File: src/rtl/br_rr_dispatch_select.sv
// ---------------------------------------------------------------------------
// br_rr_dispatch_select
// Combinational rotating-priority picker for the round-robin dispatcher.
//
// Ports:
//   avail          in   NumConsumers  consumers able to take a beat this cycle
//   last_dispatch  in   NumConsumers  one-hot index of the consumer served last
//   sel            out  NumConsumers  one-hot choice (all zero if nothing avail)
//
// Picks the lowest available index strictly above last_dispatch. If there is
// none, it wraps around and picks the lowest available index overall.
// ---------------------------------------------------------------------------
module br_rr_dispatch_select #(
  parameter int NumConsumers = 2
) (
  input  logic [NumConsumers-1:0] avail,
  input  logic [NumConsumers-1:0] last_dispatch,
  output logic [NumConsumers-1:0] sel
);

  logic [NumConsumers-1:0] w_upto_mask;
  logic [NumConsumers-1:0] w_above_mask;
  logic [NumConsumers-1:0] w_masked;
  logic [NumConsumers-1:0] w_pick_above;
  logic [NumConsumers-1:0] w_pick_all;

  // (onehot << 1) - 1 sets every bit at or below the pointer. When the pointer
  // is the top bit the shift overflows to zero, and the subtraction produces
  // all ones. The inverted mask is then empty, which forces the wrap pass.
  assign w_upto_mask  = (last_dispatch << 1) - {{(NumConsumers-1){1'b0}}, 1'b1};
  assign w_above_mask = ~w_upto_mask;
  assign w_masked     = avail & w_above_mask;

  // x & -x isolates the lowest set bit.
  assign w_pick_above = w_masked & (~w_masked + {{(NumConsumers-1){1'b0}}, 1'b1});
  assign w_pick_all   = avail & (~avail + {{(NumConsumers-1){1'b0}}, 1'b1});

  assign sel = (|w_masked) ? w_pick_above : w_pick_all;

endmodule

File: src/rtl/br_rr_dispatch.sv
// ---------------------------------------------------------------------------
// br_rr_dispatch
// Round-robin fan-out. One upstream valid/ready stream feeds NumConsumers
// downstream valid/ready streams. Each output has a 1-entry slot register, so
// the latency from push to pop_valid is one cycle.
//
// Ports:
//   clk, rst_n     clock; asynchronous active-low reset
//   push_valid/ready/data          upstream stream
//   pop_valid/ready/data [N]       per-consumer streams, driven from slots
//   last_dispatch  [N]             one-hot index of the consumer served last
//
// Configuration macro BR_RR_DISPATCH_STRICT_EN:
//   defined   - strict rotation 0,1,..,N-1,0. A busy consumer stalls upstream.
//   undefined - work-conserving. A busy consumer is skipped.
// ---------------------------------------------------------------------------
module br_rr_dispatch #(
  parameter int NumConsumers = 2,
  parameter int Width        = 8
) (
  input  logic                                clk,
  input  logic                                rst_n,
  input  logic                                push_valid,
  output logic                                push_ready,
  input  logic [Width-1:0]                    push_data,
  output logic [NumConsumers-1:0]             pop_valid,
  input  logic [NumConsumers-1:0]             pop_ready,
  output logic [NumConsumers-1:0][Width-1:0]  pop_data,
  output logic [NumConsumers-1:0]             last_dispatch
);

  if (NumConsumers < 2) begin : g_bad_num_consumers
    $error("br_rr_dispatch: NumConsumers must be >= 2");
  end
  if (Width < 1) begin : g_bad_width
    $error("br_rr_dispatch: Width must be >= 1");
  end

  logic [NumConsumers-1:0]            r_slot_valid;
  logic [NumConsumers-1:0][Width-1:0] r_slot_data;
  logic [NumConsumers-1:0]            r_last;

  logic [NumConsumers-1:0] w_avail;
  logic [NumConsumers-1:0] w_sel;
  logic [NumConsumers-1:0] w_fill;
  logic                    w_accept;

  // A slot can be refilled in the same cycle it drains.
  assign w_avail = ~r_slot_valid | pop_ready;

`ifdef BR_RR_DISPATCH_STRICT_EN
  logic [NumConsumers-1:0] w_next;
  // The destination is always the consumer after the pointer. It is only
  // usable when that consumer can take the beat.
  assign w_next = {r_last[NumConsumers-2:0], r_last[NumConsumers-1]};
  assign w_sel  = w_next & w_avail;
`else
  br_rr_dispatch_select #(
    .NumConsumers (NumConsumers)
  ) u_select (
    .avail         (w_avail),
    .last_dispatch (r_last),
    .sel           (w_sel)
  );
`endif

  // Depends only on slot state and pop_ready, never on push_valid.
  assign push_ready = |w_sel;
  assign w_accept   = push_valid & push_ready;
  assign w_fill     = w_sel & {NumConsumers{w_accept}};

  always_ff @(posedge clk or negedge rst_n) begin
    if (!rst_n) begin
      r_slot_valid <= '0;
      r_last       <= {1'b1, {(NumConsumers-1){1'b0}}};
    end else begin
      for (int i = 0; i < NumConsumers; i++) begin
        if (w_fill[i]) begin
          r_slot_valid[i] <= 1'b1;
        end else if (pop_ready[i]) begin
          r_slot_valid[i] <= 1'b0;
        end
      end
      if (w_accept) begin
        r_last <= w_sel;
      end
    end
  end

  // Payload storage has no reset; the data is qualified by r_slot_valid.
  always_ff @(posedge clk) begin
    for (int i = 0; i < NumConsumers; i++) begin
      if (w_fill[i]) begin
        r_slot_data[i] <= push_data;
      end
    end
  end

  assign pop_valid     = r_slot_valid;
  assign pop_data      = r_slot_data;
  assign last_dispatch = r_last;

`ifndef SYNTHESIS
  ap_push_hold : assert property (@(posedge clk) disable iff (!rst_n)
    push_valid && !push_ready |=> push_valid && $stable(push_data));

  ap_last_onehot : assert property (@(posedge clk) disable iff (!rst_n)
    $onehot(r_last));

  for (genvar gi = 0; gi < NumConsumers; gi++) begin : g_pop_hold
    ap_pop_hold : assert property (@(posedge clk) disable iff (!rst_n)
      pop_valid[gi] && !pop_ready[gi] |=> pop_valid[gi] && $stable(pop_data[gi]));
  end
`endif

endmodule
File: config.mk
export PLATFORM = sky130hd
export DESIGN_NAME = br_rr_dispatch
export DESIGN_NICKNAME = d
export VERILOG_FILES = /design/src/rtl/br_rr_dispatch_select.sv /design/src/rtl/br_rr_dispatch.sv
export SDC_FILE = /design/constraint.sdc
export NUM_CORES = 1
export LEC_CHECK = 0
export CORE_MARGIN = 10
export CORE_UTILIZATION = 33
export DETAILED_ROUTE_END_ITERATION = 16
export PLACE_DENSITY = 0.73
export SLEW_MARGIN = 5
export SYNTH_ARGS = -nofsm -noshare
export SYNTH_HDL_FRONTEND = slang
export SYNTH_HIERARCHICAL = 1
export SYNTH_SLANG_ARGS = --single-unit
File: constraint.sdc
create_clock -name clk -period 1.3 [get_ports clk]
set_input_delay 0.13 -clock clk [delete_from_list [all_inputs] [get_ports clk]]
set_output_delay 0.13 -clock clk [all_outputs]
set_load 0.02 [all_outputs]
Yosys cells after proc, flatten, opt, wreduce, memory -nomap -nowiden

Cells that the tools add are included.
Widths: inputs -> output; s select.

Bits in registers: 20
Input bits: 13
Output and inout bits: 21
Logic and storage cells: 27

Add/subtract/negate cells: 3
Multiplexer cells: 5
Bitwise operators: 10
Reduce and logical (&&, ||, !) cells: 4

Operators with widths:

| kind                | number |
|---|---|
| $and 2x2->2         | 4 |
| $not 2->2           | 4 |
| $add 2x1->2 const B | 2 |
| $mux 1              | 4 |
| $reduce_bool 2->1   | 2 |
| $reduce_or 2->1     | 2 |
| $mux 2              | 1 |
| $or 2x2->2          | 1 |
| $sub 2x1->2 const B | 1 |
| $and 1x1->1         | 1 |

Logic depth before layout (Yosys ltp)

Gate-level depths: netlist of the first run.

Depth after elaboration: 11
Gate-level depth with buffers: 4
Depth with buffers taken out: 4

Hierarchy

The synthesis of the first run kept the hierarchy.

Modules (own cells, without submodules):

| module                | instances | cells an instance | area each (µm²) | seq. area each (µm²) |
|---|---|---|---|---|
| br_rr_dispatch        | 1         | 31                | 640.6           | 581.8 |
| br_rr_dispatch_select | 1         | 3                 | 18.8            | 0.0 |

Least setup slack after synthesis of the first run

No wires, ideal clock.

Kind: flip-flop to flip-flop
Start point: reg r_slot_valid[0] (netlist: pop_valid[0])
End point: reg r_slot_data, in the netlist pop_data[0] (enable)
Library setup time: 0.324 ns
Data arrival time: 1.060 ns
Required time: 0.976 ns
Path slack: -0.084 ns
Cell stages (with the launch flop): 5
Buffers on the path: 0
Clock period less this slack: 1.384 ns
Path through: dfrtp_1 > nand2b_1 > a21boi_1 > nand2_1 > inv_1

Longest elaborated chain between the ends: 10
Elaborated cells on any way between the ends: 14
Classes of those cells: add/sub: 2; mux: 1; bitwise: 9; reduce/logical: 2

RTL lines:

| element                           | line                        | text |
|---|---|---|
| from (decl)                       | br_rr_dispatch.sv:39        | `logic [NumConsumers-1:0] r_slot_valid;` |
| from (signal assigned)            | br_rr_dispatch.sv:74        | `r_slot_valid <= '0;` |
| from (signal, indexed assignment) | br_rr_dispatch.sv:79        | `r_slot_valid[i] <= 1'b1;` |
| from (signal, indexed assignment) | br_rr_dispatch.sv:81        | `r_slot_valid[i] <= 1'b0;` |
| $not 2->2 *                       | br_rr_dispatch.sv:49        | `assign w_avail = ~r_slot_valid \| pop_ready;` |
| $or 2x2->2 *                      | br_rr_dispatch.sv:49        |  |
| named net w_avail[0]              | br_rr_dispatch.sv:43        | `logic [NumConsumers-1:0] w_avail;` |
| $and 2x2->2                       | br_rr_dispatch_select.sv:32 | `assign w_masked = avail & w_above_mask;` |
| $not 2->2                         | br_rr_dispatch_select.sv:35 | `assign w_pick_above = w_masked & (~w_masked + {{(NumConsumers-1){1'b0}}, 1'b1});` |
| $add 2x1->2                       | br_rr_dispatch_select.sv:35 |  |
| $and 2x2->2                       | br_rr_dispatch_select.sv:35 |  |
| $mux 2 *                          | br_rr_dispatch_select.sv:38 | `assign sel = (\|w_masked) ? w_pick_above : w_pick_all;` |
| named net w_sel[0]                | br_rr_dispatch.sv:44        | `logic [NumConsumers-1:0] w_sel;` |
| $reduce_or 2->1                   | br_rr_dispatch.sv:68        | `assign push_ready = \|w_sel;` |
| $and 1x1->1                       | br_rr_dispatch.sv:69        | `assign w_accept = push_valid & push_ready;` |
| $and 2x2->2 *                     | br_rr_dispatch.sv:70        | `assign w_fill = w_sel & {NumConsumers{w_accept}};` |
| named net w_fill[0]               | br_rr_dispatch.sv:45        | `logic [NumConsumers-1:0] w_fill;` |
| to (signal, indexed assignment)   | br_rr_dispatch.sv:94        | `r_slot_data[i] <= push_data;` |
| to (decl)                         | br_rr_dispatch.sv:40        | `logic [NumConsumers-1:0][Width-1:0] r_slot_data;` |

Mark *: on every way through the listed nets, which the timed path passes. The rest lies on a longest branch.
A chain may end at the register's enable or synchronous reset.

Worst setup path in the final report of the first run

Start point: reg r_slot_valid[1] (netlist: pop_valid[1])
End point: reg r_last[0] (netlist: last_dispatch[0])

Longest elaborated chain between the ends: 9
Elaborated cells on any way between the ends: 13
Classes of those cells: add/sub: 2; mux: 1; bitwise: 8; reduce/logical: 2

RTL lines:

| element              | line                        | text |
|---|---|---|
| $not 2->2 *          | br_rr_dispatch.sv:49        |  |
| $or 2x2->2 *         | br_rr_dispatch.sv:49        |  |
| named net w_avail[1] | br_rr_dispatch.sv:43        |  |
| $and 2x2->2          | br_rr_dispatch_select.sv:32 |  |
| $not 2->2            | br_rr_dispatch_select.sv:35 |  |
| $add 2x1->2          | br_rr_dispatch_select.sv:35 |  |
| $and 2x2->2          | br_rr_dispatch_select.sv:35 |  |
| $mux 2 *             | br_rr_dispatch_select.sv:38 |  |
| named net w_sel[1]   | br_rr_dispatch.sv:44        |  |
| $reduce_or 2->1 *    | br_rr_dispatch.sv:68        |  |
| $and 1x1->1 *        | br_rr_dispatch.sv:69        |  |
| to (signal assigned) | br_rr_dispatch.sv:75        | `r_last <= {1'b1, {(NumConsumers-1){1'b0}}};` |
| to (signal assigned) | br_rr_dispatch.sv:85        | `r_last <= w_sel;` |
| to (decl)            | br_rr_dispatch.sv:41        | `logic [NumConsumers-1:0] r_last;` |

Marked as above.

==> flow_summary.yaml, run 1 <==
global_route:
  antenna_found_initial: 0
  grt_pass1_vias: 434
  grt_overflow: 0
  track_usage_pct: 7.21
  grt_start_max_net_pins: 12
  grt_pass1_wl_um: 2310
synth:
  yosys.area.top_type: "edfxtp_1"
  yosysWarnings: 6
  syn-num-nets: 47
  avgSynthCellArea_um2: 19.4
  yosysUniqueCellTypes: 9
  synthCells: 34
  yosysTopAreaCellShare_pct: 72.9
  syn-cell-area_um2: 659
  yosys_register_bits: 20
  synth_area_leaders: "edfxtp_1 (73%), dfrtp_1 (11%), dfstp_2 (4.0%)"
  seq_area_frac_synth_pct: 88.2
die:
  die_w_um: 64.7
  start_util_pct: 34.3
  coreArea_mm2: 0.00192
  io_pins: 34
  dieArea_mm2: 0.00419
  row_count: 16
  dieHeight_um: 64.7
critical_path:
  cp_cell_sequence: "nand2b_4 > a21boi_4 > buf_4 > buf_6 > nand2_4 > buf_4 > a22o_1"
  worstSetupEndpointType: "flop"
  cp.arrival_ns: 1.61
  cpMostUsedCell: "buf_4"
  slowest_delay_ns: 0.43
  required_ns: 1.48
  crit_slowest_cell: "dfrtp_1"
  crit_type: "flop to flop"
  cp-start-kind: "flop"
  crit_path_max_fanout: 3
timing:
  worst_pin_slew_ns: 0.236
  rsz0062_at_grt: "yes"
  finalCriticalPeriod_ns: 1.43
  fin_crit_sh_pct: 110
  max_slew_margin_pct: 84.2
  worst_slack_ns: -0.130
  skew_ns: 0.00335
  tns_ns: -0.704
  setup_viol_count_final: 10
  hold-worst-slack_ns: 0.0337
  hold_violations: 0
  slew_viol_final: 0
  max_freq_mhz: 699
finish:
  syn_to_final_growth_pct: 75.1
  n_antenna_cell: 0
  fillers: 165
  drive_gt1_share_pct: 34.6
  final_cells: 108
  nNetsFinal: 95
detailed_routing:
  vias_per_cell: 4.11
  drt_pass1_iterations: 2
  drtIter0Drc: 10
  post_drt_wl_per_cell_um: 14.8
  postRouteAntennaNets: 0
  drc: 0
  drt-total-wl_um: 1600
  vias: 444
clocking:
  clockRootBuffer: "clkbuf_4"
  clk_latency_ns: 0.28
  cts_hold_buf: 0
  cts_tree: "built"
  htreeDepth: 1
  cts_sinks: 20
  clock_path_buffers: 2
  clk_pin_slew_ns: 0.10
  numCtsBuffers: 3
place:
  placed_cells: 100
  place_congestion: 0.713
  port_buffers: 33
  hpwl_um: 1180
hold_path:
  min-delay-path-class: "input pin to async pin"
run_status:
  violations: "negative setup slack"
  status: "complete, but fails checks"
power:
  peakVddDrop_v: 0.00114
  leakage_uw: 0.000504
  p_per_area_mw_per_mm2: 1930
run:
  drv_cap: 0
-- critical path, delay by kind of cell, from the launching register on --
| family | cells | cell delay, ns |
|---|---|---|
| flip-flops | 1 | 0.43 |
| AO/OA/AOI/OAI | 2 | 0.36 |
| buffers and inverters | 3 | 0.36 |
| AND/OR/NAND/NOR | 2 | 0.17 |
-- layer usage --
metal	wire, um	global-route usage [%]	part of all wire, %	vias up
li1	-	-	-	215
met1	657	7.94	41	204
met2	779	11.0	49	23
met3	159	4.30	9.9	2
met4	6	3.21	0.37	0
met5	0	0	0	-
-- through the flow --
stage,util (%),total power (uW),area [um2],worst slack (ns)
after CTS,55.9,2020,1070,-0.195
after global routing,60.1,2350,1150,-0.194
after global placement,55.6,1820,1070,-0.508
after detailed placement,55.6,1830,1070,-0.521
final,60.1,2230,1150,-0.130
after floorplan,-,1320,659,-0.0160
-- cells by family (layout without fill, tap and decap cells) --
| kind of cell | Yosys count | in the layout | share of synthesized area [%] |
|---|---|---|---|
| buffers and inverters | 3 | 50 | 1.71 |
| AND/OR/NAND/NOR | 7 | 7 | 5.12 |
| flip-flops | 20 | 20 | 88.2 |
| AO/OA/AOI/OAI | 4 | 4 | 4.93 |
-- path summary, 6_finish.rpt --
| kind | slack, ns | cells past startpoint | to | start |
|---|---|---|---|---|
| worst max-delay path | -0.13 | 7 | last_dispatch[0] | pop_valid[1] |
| worst min-delay path | 0.03 | 1 | pop_valid[0] | rst_n |
| worst max register to register | -0.13 | 7 | last_dispatch[0] | pop_valid[1] |
| worst min register to register | 0.56 | 1 | last_dispatch[1] | last_dispatch[1] |
| max in group asynchronous | 1.03 | 1 | last_dispatch[1] | rst_n |
| min in group clk | 0.42 | 1 | pop_data[4] | push_data[4] |
-- placed cells by master (no fill, tap or decap) --
cell type,count
buf_4,9
inv_4,1
or2_4,1
nand2_4,1
nand2b_4,2
clkbuf_2,3
nand2_2,1
inv_1,1
edfxtp_1,16
clkdlybuf4s50_1,12
nand2_1,2
inv_8,1
dlygate4sd2_1,17
dfrtp_2,1
clkbuf_1,1
clkbuf_4,3
dfrtp_1,2
dfstp_2,1
a21boi_4,2
a22o_1,2
buf_6,2
-- timing repair --
item                       CTS  global route
pin swaps                    0             2
setup buffers                0             4
setup endpoints to repair   38            23
cloned                       0             0
gates resized for setup     28            20
-- Yosys cell counts --
| library cell | instances |
|---|---|
| edfxtp_1 | 16 |
| nand2_1 | 4 |
| dfrtp_1 | 3 |
| inv_1 | 3 |
| a21boi_1 | 2 |
| a22o_1 | 2 |
| nand2b_1 | 2 |
| dfstp_2 | 1 |
| or2_2 | 1 |
-- flip-flops by register name (all words and copies together), names as in the netlist --
name / count
pop_data: 16
last_dispatch: 2
pop_valid: 2
-- power by group --
part | switching, uW | leakage, uW | total (uW) | internal, uW
sequential | 67.3 | 0.000195 | 949 | 881
combinational | 519 | 0.000293 | 993 | 474
clock | 165 | 0.0000150 | 284 | 119
total | 751 | 0.000504 | 2230 | 1470
-- layout make-up --
cell class	instances	area, um2	area share, %
inverter	3	21.3	1.84
timing repair buffer	43	374	32.4
clock buffer	4	26.3	2.28
sequential	20	583	50.5
tap	27	33.8	2.93
multi-input combinational	11	116	10.1
Note: power is estimated with default switching activity, not from simulation.
==> run 2: changes to the inputs <==
clock period = 1.17 ns   (was 1.3 ns; I/O delays follow)
==> run 2 against run 1 <==
  * Sequential share of layout area is 1.0 points lower
  * Design area up 2.5%
  * Utilization rose by 1.5 points
  * Wire length fell by 0.25%
  * Sequential power is 13% higher
  * Die area did not move
  * Via count up 3.2%
  * The flow still finishes with violations (negative setup slack)
  * Worst hold slack better by 0.37 ns
  * Register-to-register slack worse by 0.05 ns
  * Clock skew increased by 0.0016 ns
  * Global-route usage increased by 0.32 points
==> flow_summary.yaml, run 2 (same netlist as run 1, synthesis figures left out) <==
run_status:
  status: "complete, but fails checks"
  violations: "negative setup slack"
global_route:
  antenna_found_initial: 0
  gr-usage-met1_pct: 8.26
  grt_overflow: 0
  grt_use_met2_pct: 11.9
  grt_pass1_wl_um: 2450
  grt-busiest-layer: "met2"
  grt_start_max_net_pins: 12
  grt_pass1_vias: 497
  grt_util_met3_pct: 3.95
  track_usage_pct: 7.53
critical_path:
  rr_startpoint: "pop_valid[1]"
  cp-start-kind: "flop"
  rrSetupSlack_ns: -0.18
  crit_type: "flop to primary output"
  endpoint: "push_ready"
  cp.arrival_ns: 1.29
  r2r_end: "last_dispatch[0]"
  cp-startpoint: "pop_valid[1]"
  required_ns: 1.05
  r2r_cells: 6
  worstSetupEndpointType: "primary output"
  crit_path_max_fanout: 3
run:
  drv_cap: 0
die:
  io_pins: 34
  dieArea_mm2: 0.00419
  start_util_pct: 34.3
  die_w_um: 64.7
  row_count: 16
  dieHeight_um: 64.7
  coreArea_mm2: 0.00192
timing:
  fin_crit_sh_pct: 120
  worst_pin_slew_ns: 0.289
  hold_violations: 0
  finalCriticalPeriod_ns: 1.40
  max_slew_margin_pct: 80.7
  skew_ns: 0.00497
  max_freq_mhz: 713
  worst_slack_ns: -0.233
  setup_viol_count_final: 20
  rsz0062_at_grt: "yes"
  slew_viol_final: 0
finish:
  layout_common_cells: "edfxtp_1 (16), clkdlybuf4s50_1 (12), dlygate4sd2_1 (11), buf_4 (6)"
  nNetsFinal: 95
  n_antenna_cell: 0
  layout_commonest_cell: "edfxtp_1"
  largest_reg_flops: 16
  syn_to_final_growth_pct: 79.5
  drive_gt1_share_pct: 37.0
  final_core_util_pct: 61.6
power:
  peakVddDrop_v: 0.00135
  leakage_uw: 0.000506
  p_per_area_mw_per_mm2: 2150
place:
  port_buffers: 33
  hpwl_um: 1210
  place_congestion: 0.691
  preCtsSetupSlack_ns: -0.647
detailed_routing:
  vias_per_cell: 4.24
  postRouteAntennaNets: 0
  drtIter0Drc: 8
  drt_pass1_iterations: 4
  drc: 0
  vias: 458
  post_drt_wl_per_cell_um: 14.8
  drt-total-wl_um: 1600
clocking:
  clk_latency_ns: 0.28
  cts_sinks: 20
  clock_path_buffers: 2
  htreeDepth: 1
  numCtsBuffers: 3
  clockRootBuffer: "clkbuf_4"
  cts_tree: "built"
  clk_pin_slew_ns: 0.10
hold_path:
  min-delay-path-class: "input pin to flop"
-- run 2: cell count changes in the layout (fill, tap and decap cells not counted), moves of 2 or more --
cell,before,now
dlygate4sd2_1,17,11
clkdlybuf4s15_1,0,5
buf_2,0,3
buf_4,9,6
buf_6,2,5
clkbuf_2,3,0
dfrtp_1,2,0
dfrtp_2,1,3
-- run 2: how the worst min path moves through the flow --
stage,startpoint,endpoint,depth (start not counted)
finish,push_data[1],pop_data[9],1
floorplan,rst_n,last_dispatch[0],0
CTS,rst_n,pop_valid[0],1
global route,push_data[0],pop_data[0],1
detailed placement,rst_n,last_dispatch[0],1
global placement,rst_n,last_dispatch[0],1
-- run 2: routing by layer --
metal  part of all wire, %  wire length, um  vias to the layer above
met1                    42              666                      212
li1                      -                -                      219
met3                    13              200                        2
met2                    45              714                       25
met5                     0                0                        -
met4                   1.1               17                        0
-- run 2: metrics by stage --
stage          TNS, ns  cells  power [uW]  area (um2)  hold slack, ns
2_1_floorplan    -1.65     34        1500         669          -0.179
3_3_place_gp     -7.43    100        2060        1080           0.332
3_5_place_dp     -7.52    100        2070        1080           0.333
4_1_cts          -1.71    105        2400        1120          0.0125
5_1_grt          -3.57    108        2690        1180           0.383
6_report         -2.61    108        2540        1180           0.407
-- run 2: what timing repair did --
item | CTS | global route
hold endpoints to repair | 0 | 2
buffers inserted | 1 | 2
hold buffers | 0 | 1
pin swaps | 1 | 2
endpoints found under the setup margin | 40 | 26
resized for setup | 49 | 14
-- run 2: where the power goes --
group          internal (uW)  total, uW  switching (uW)
registers                985       1070            87.4
logic                    575       1160             582
clock network            132        313             181
-- run 2: cell type report --
cell class | count | area (um2)
multi-input combinational | 11 | 121
fill | 168 | 738
timing repair buffer | 43 | 393
tap | 27 | 33.8
inverter | 3 | 23.8
sequential | 20 | 586
clock buffer | 4 | 26.3
-- run 2: critical path, cell delays in order, from the launching register on --
cell and delay, ns:
dfrtp_2 0.40, nand2b_4 0.08, a21boi_4 0.15, or2_4 0.24, buf_6 0.13
